File: config.mk
export PLATFORM = sky130hd
export DESIGN_NAME = regfile_writeback
export DESIGN_NICKNAME = d
export VERILOG_FILES = /design/src/rtl/regfile_writeback.sv
export SDC_FILE = /design/constraint.sdc
export NUM_CORES = 1
export LEC_CHECK = 0
export BUFFER_PORTS_ARGS = -buffer_cell sky130_fd_sc_hd__buf_2
export CORE_UTILIZATION = 44
export DETAILED_ROUTE_END_ITERATION = 8
export GPL_ROUTABILITY_DRIVEN = 0
export PLACE_DENSITY_LB_ADDON = 0.15
export SLEW_MARGIN = 20
export SYNTH_ARGS = -nofsm -noshare
export SYNTH_HDL_FRONTEND = slang
export SYNTH_SLANG_ARGS = --single-unit
File: constraint.sdc
create_clock -name clk -period 2.08 [get_ports clk]
set_input_delay 0.312 -clock clk [delete_from_list [all_inputs] [get_ports clk]]
set_output_delay 0.312 -clock clk [all_outputs]
set_load 0.05 [all_outputs]
File: src/rtl/regfile_writeback.sv
// Writeback stage: LSU > EXU arbitration onto the single register file write port,
// with a load scoreboard for decode stalls and a one-entry bypass of the in-flight write.
module regfile_writeback #(
    parameter int unsigned ADDR_WIDTH = 5,
    parameter int unsigned DATA_WIDTH = 32
) (
    input  logic                  clk,
    input  logic                  rst,
    input  logic                  exu_valid,
    output logic                  exu_ready,
    input  logic [ADDR_WIDTH-1:0] exu_rd,
    input  logic [DATA_WIDTH-1:0] exu_data,
    input  logic                  lsu_valid,
    output logic                  lsu_ready,
    input  logic [ADDR_WIDTH-1:0] lsu_rd,
    input  logic [DATA_WIDTH-1:0] lsu_data,
    input  logic                  ld_issue,
    input  logic [ADDR_WIDTH-1:0] ld_rd,
    input  logic [ADDR_WIDTH-1:0] raddr1,
    input  logic [ADDR_WIDTH-1:0] raddr2,
    output logic                  busy1,
    output logic                  busy2,
    output logic                  byp_hit1,
    output logic                  byp_hit2,
    output logic [DATA_WIDTH-1:0] byp_data,
    output logic                  wen,
    output logic [ADDR_WIDTH-1:0] waddr,
    output logic [DATA_WIDTH-1:0] wdata,
    output logic                  sb_err
);

    localparam int unsigned NumRegs = 2 ** ADDR_WIDTH;

    logic                  lsu_xfer;
    logic                  exu_xfer;
    logic                  wr_take;
    logic [ADDR_WIDTH-1:0] wr_rd;
    logic [DATA_WIDTH-1:0] wr_data;
    logic [NumRegs-1:0]    pending_q;
    logic [NumRegs-1:0]    pending_d;
    logic                  ld_live;

    assign lsu_ready = !rst;
    assign exu_ready = !rst && !lsu_valid;
    assign lsu_xfer  = lsu_valid && lsu_ready;
    assign exu_xfer  = exu_valid && exu_ready;
    assign ld_live   = ld_issue && (ld_rd != '0);

    always_comb begin
        wr_take = 1'b0;
        wr_rd   = exu_rd;
        wr_data = exu_data;
        if (lsu_xfer) begin
            wr_take = 1'b1;
            wr_rd   = lsu_rd;
            wr_data = lsu_data;
        end else if (exu_xfer) begin
            wr_take = 1'b1;
        end
    end

    // Clear before set so a load re-issued to the returning register stays outstanding.
    always_comb begin
        pending_d = pending_q;
        if (lsu_xfer) begin
            pending_d[lsu_rd] = 1'b0;
        end
        if (ld_live) begin
            pending_d[ld_rd] = 1'b1;
        end
        pending_d[0] = 1'b0;
    end

    always_ff @(posedge clk) begin
        if (rst) begin
            wen       <= 1'b0;
            waddr     <= '0;
            wdata     <= '0;
            pending_q <= '0;
            sb_err    <= 1'b0;
        end else begin
            wen <= wr_take && (wr_rd != '0);
            if (wr_take) begin
                waddr <= wr_rd;
                wdata <= wr_data;
            end
            pending_q <= pending_d;
            if (ld_live && pending_q[ld_rd]) begin
                sb_err <= 1'b1;
            end
        end
    end

    assign busy1    = pending_q[raddr1];
    assign busy2    = pending_q[raddr2];
    assign byp_hit1 = wen && (waddr == raddr1) && (raddr1 != '0);
    assign byp_hit2 = wen && (waddr == raddr2) && (raddr2 != '0);
    assign byp_data = wdata;

endmodule

Word level (Yosys, flattened, before mapping)
Index checks and enable logic that the tools add are counted.
Widths: inputs -> output; s select.

word-level totals
  register bits after elaboration = 71
  bits of input ports = 94
  output and inout port bits = 77
  word-level logic and storage cells = 51

operators by class
  order comparisons = 6
  equal/unequal tests = 2
  mux-type cells = 16
  bitwise gates (word level) = 3
  reduce and logical (&&, ||, !) cells = 18

operator list
  kind                count
  $mux 32             3
  $and 32x32->32      1
  $not 32->32         1
  $or 32x32->32       1
  $lt 5x6->1 const B  4
  $reduce_bool 5->1   4
  $bmux 1 s5          3
  $logic_and 1x1->1   12
  $demux 1 s5         2
  $eq 5x5->1          2
  $ge 5x1->1 const B  2
  $mux 1              7
  $mux 5              1
  $logic_not 1->1     2

Depth between registers and ports, before layout
  depth after elaboration = 9
  mapped depth = 7
  depth with buffers taken out = 5

Worst setup path after synthesis
OpenSTA, ideal clock, no wires.

  path type = in2out
  from = input raddr1[1]
  to = output busy1
  arrival = 1838 ps
  required time = 1768 ps
  slack = -70 ps
  cell stages on the path = 4
  buffers on the path = 1
  path through = clkbuf_1 mux4_2 mux4_2 mux2_2

between the ends
  word-level cells in the longest chain between the ends = 2

ends and longest elaborated chain
  what                          line  source
  start, declared               19    input logic [ADDR_WIDTH-1:0] raddr1,
  $bmux 1 s5                    94    assign busy1 = pending_q[raddr1];
  $mux 1 (not written as such)  94
  end, declared                 21    output logic busy1,

Every way passes these cells. The select of a mux whose other input is x is not followed.

Final worst setup path
  from = register pending_q[5]
  to = output busy1

between the ends
  word-level cells in the longest chain between the ends = 2

ends and longest elaborated chain
  what                          line  source
  start, declared               39    logic [NumRegs-1:0] pending_q;
  start signal, assigned        87    pending_q <= pending_d;
  $bmux 1 s5                    94
  $mux 1 (not written as such)  94

Every way passes these cells. The select of a mux whose other input is x is not followed.

==> out/metrics.yaml <==
logic_synthesis:
  postSynth.topFlopCell: "dfxtp_1"
  synth_area_leader_cell: "dfxtp_1"
  ys_seq_area_share_pct: 33.6
  ys_seq_elements: 70
  synth_common_cells: "nor2_1 (84), a21oi_1 (76), dfxtp_1 (70)"
  synth_area_leaders: "dfxtp_1 (34%), mux4_2 (11%), mux2i_1 (11%)"
  yosysTopAreaCellShare_pct: 33.6
  synth_edf_count: 0
  ys_warn_count: 0
  synth_nets: 590
  synth-async-reset-ratio_pct: 0
  syn-cell-area_sq_um: 4170
  yosysUniqueCellTypes: 36
  post-synth-top-count-cell: "nor2_1"
  syn_area_per_cell_sq_um: 8.41
  synthCells: 496
clocking:
  clkTransAtPathRegs_ns: 0.08
  cts_tree: "done"
  clk_latency_ns: 0.35
  cts_max_path_buffers: 2
  cts_sinks: 70
  hold_buffers: 0
  cts_max_level: 3
  cts_root_buffer: "clkbuf_8"
  cts_buffers: 9
critical_path:
  crit_chain: "mux4_2, mux4_2, mux2_4, buf_6"
  critPathLaunchType: "register"
  slowest_delay_ns: 0.49
  worstPathArrival_ns: 2.09
  endpoint_kind: "output port"
  worstSetupPathType: "reg -> out"
  crit_fanout: 3
  cp_top_family: "multiplexers"
  required_ns: 1.77
  cp_slowest_cell: "mux4_2"
  cp_common_cell: "mux4_2"
  critPathBufInv: 1
drt:
  dr.first_iter.drc_count: 212
  drtPass1Iterations: 5
  detail-route-antenna-nets: 0
  vias: 4099
  drc: 0
  via_per_inst: 5.49
  routed_wl_mm: 12.4
  wl_per_cell_um: 16.6
layout:
  fin_cells: 746
  area_delta_synth_final_pct: 25.7
  diodes: 0
  drive_above_1_share_pct: 39.2
  fin_nets: 724
floorplanning:
  row_count: 35
  dieArea_sq_um: 9870
  die_h_um: 99.4
  initial_utilization_pct: 45.3
  core_sq_um: 9200
  io_pins: 171
  die_w_um: 99.4
global_routing:
  grt_pass1_vias: 3821
  grt-ovfl-total: 0
  grt_use_total_pct: 25.2
  antenna_found_initial: 0
  grt_max_degree: 47
  grt_pass1_wl_mm: 19.3
min_path:
  hold_class: "in -> reg"
sta:
  slew_violations: 0
  grt_setup_unrepaired: "true"
  fmax_ghz: 0.417
  post-route-worst-setup-slack_ns: -0.317
  hold_slack_ns: 0.182
  fin_crit_sh_pct: 115
  relSlewSlack_pct: 66.8
  setup_viol: 2
  worst_pin_slew_ns: 0.496
  skew_ns: 0.00379
  fin_crit_ns: 2.40
  hold_viol: 0
placement:
  numPortBuffers: 170
  dp.cells: 729
  dp_hpwl_mm: 9.28
  place_ws_ns: -0.336
power:
  p_leak_nw: 2.44
  power_density_nw_per_um2: 692
  vdd_ir_drop_max_mv: 0.345
status:
  status: "finished with violations"
  violations: "setup timing"
flow_run:
  maxCapViolCount: 0
-- metrics by stage --
step | TNS, ns | util (%) | cell area (sq um) | total power, W
CTS | -0.651 | 56.7 | 5220 | 0.00366
finish | -0.627 | 57.0 | 5240 | 0.00363
global route | -0.717 | 57.0 | 5240 | 0.00379
global placement | -0.624 | 53.8 | 4950 | 0.00238
floorplan | 0 | - | 4190 | 0.00216
detailed placement | -0.658 | 53.8 | 4950 | 0.00238
-- layout make-up --
type                            count  area (sq um)
Fill cell                         863          3950
Multi-Input combinational cell    355          2390
Sequential cell                    70          1420
Timing Repair Buffer              192          1060
Tap cell                          111           139
Clock buffer                       10           138
Clock inverter                      6          93.8
Inverter                            2          7.51
-- worst reg2reg max path, delay by kind of cell (launching register included) --
kind            cells  cell delay, ns
compound gates      3            0.66
mux                 1            0.48
flops               1            0.34
-- path summary, 6_finish.rpt --
check                     start            end  slack (ns)  cells after the start
setup / recovery   pending_q[5]          busy1       -0.32                      4
setup reg to reg  pending_q[14]         sb_err        0.50                      4
hold reg to reg   pending_q[12]  pending_q[12]        0.50                      2
hold / removal     lsu_data[20]   byp_data[20]        0.18                      3
-- power breakdown --
part	leakage, nW	total [W]	internal [W]	switching [W]
logic	1.75	0.000916	0.000291	0.000625
registers	0.578	0.00144	0.00140	0.0000479
clock network	0.113	0.00127	0.000716	0.000553
-- logic make-up after synthesis --
group | count (synthesis) | share of synthesized area, %
AO/OA/AOI/OAI | 118 | 14.9
XOR/XNOR | 8 | 1.68
buffers and inverters | 71 | 9.60
flip-flops | 70 | 33.6
multiplexers | 72 | 23.8
AND/OR/NAND/NOR | 157 | 16.5
-- sequential cells by signal, summed over array words and instances, names as in the netlist --
name       count
waddr          5
pending_q     31
sb_err         1
wen            1
byp_data      32
-- layer usage --
layer | track usage (%) | wire (um)
met5 | 0 | 0
met1 | 31.0 | 5160
met3 | 6.68 | 1040
met4 | 11.2 | 410
met2 | 41.5 | 5780
-- cell usage in the layout, fill, tap and decap left out, drive strengths merged, types with 4 or more instances in the layout --
cell	n
nand2	38
mux2i	45
a21oi	76
nor2	84
mux2	6
o21ai	31
and3	4
mux4	21
buf	192
xor2	6
nand3b	6
clkbuf	10
nor3	4
dfxtp	70
-- timing repair --
| item | 4_1_cts | 5_1_grt |
|---|---|---|
| setup endpoints to repair | 4 | 4 |
| buffers inserted | 1 | 0 |
| pin swaps | 0 | 3 |
| hold endpoints to repair | 0 | 0 |
| resized for setup | 14 | 8 |
(Power assumes the default switching activity.)
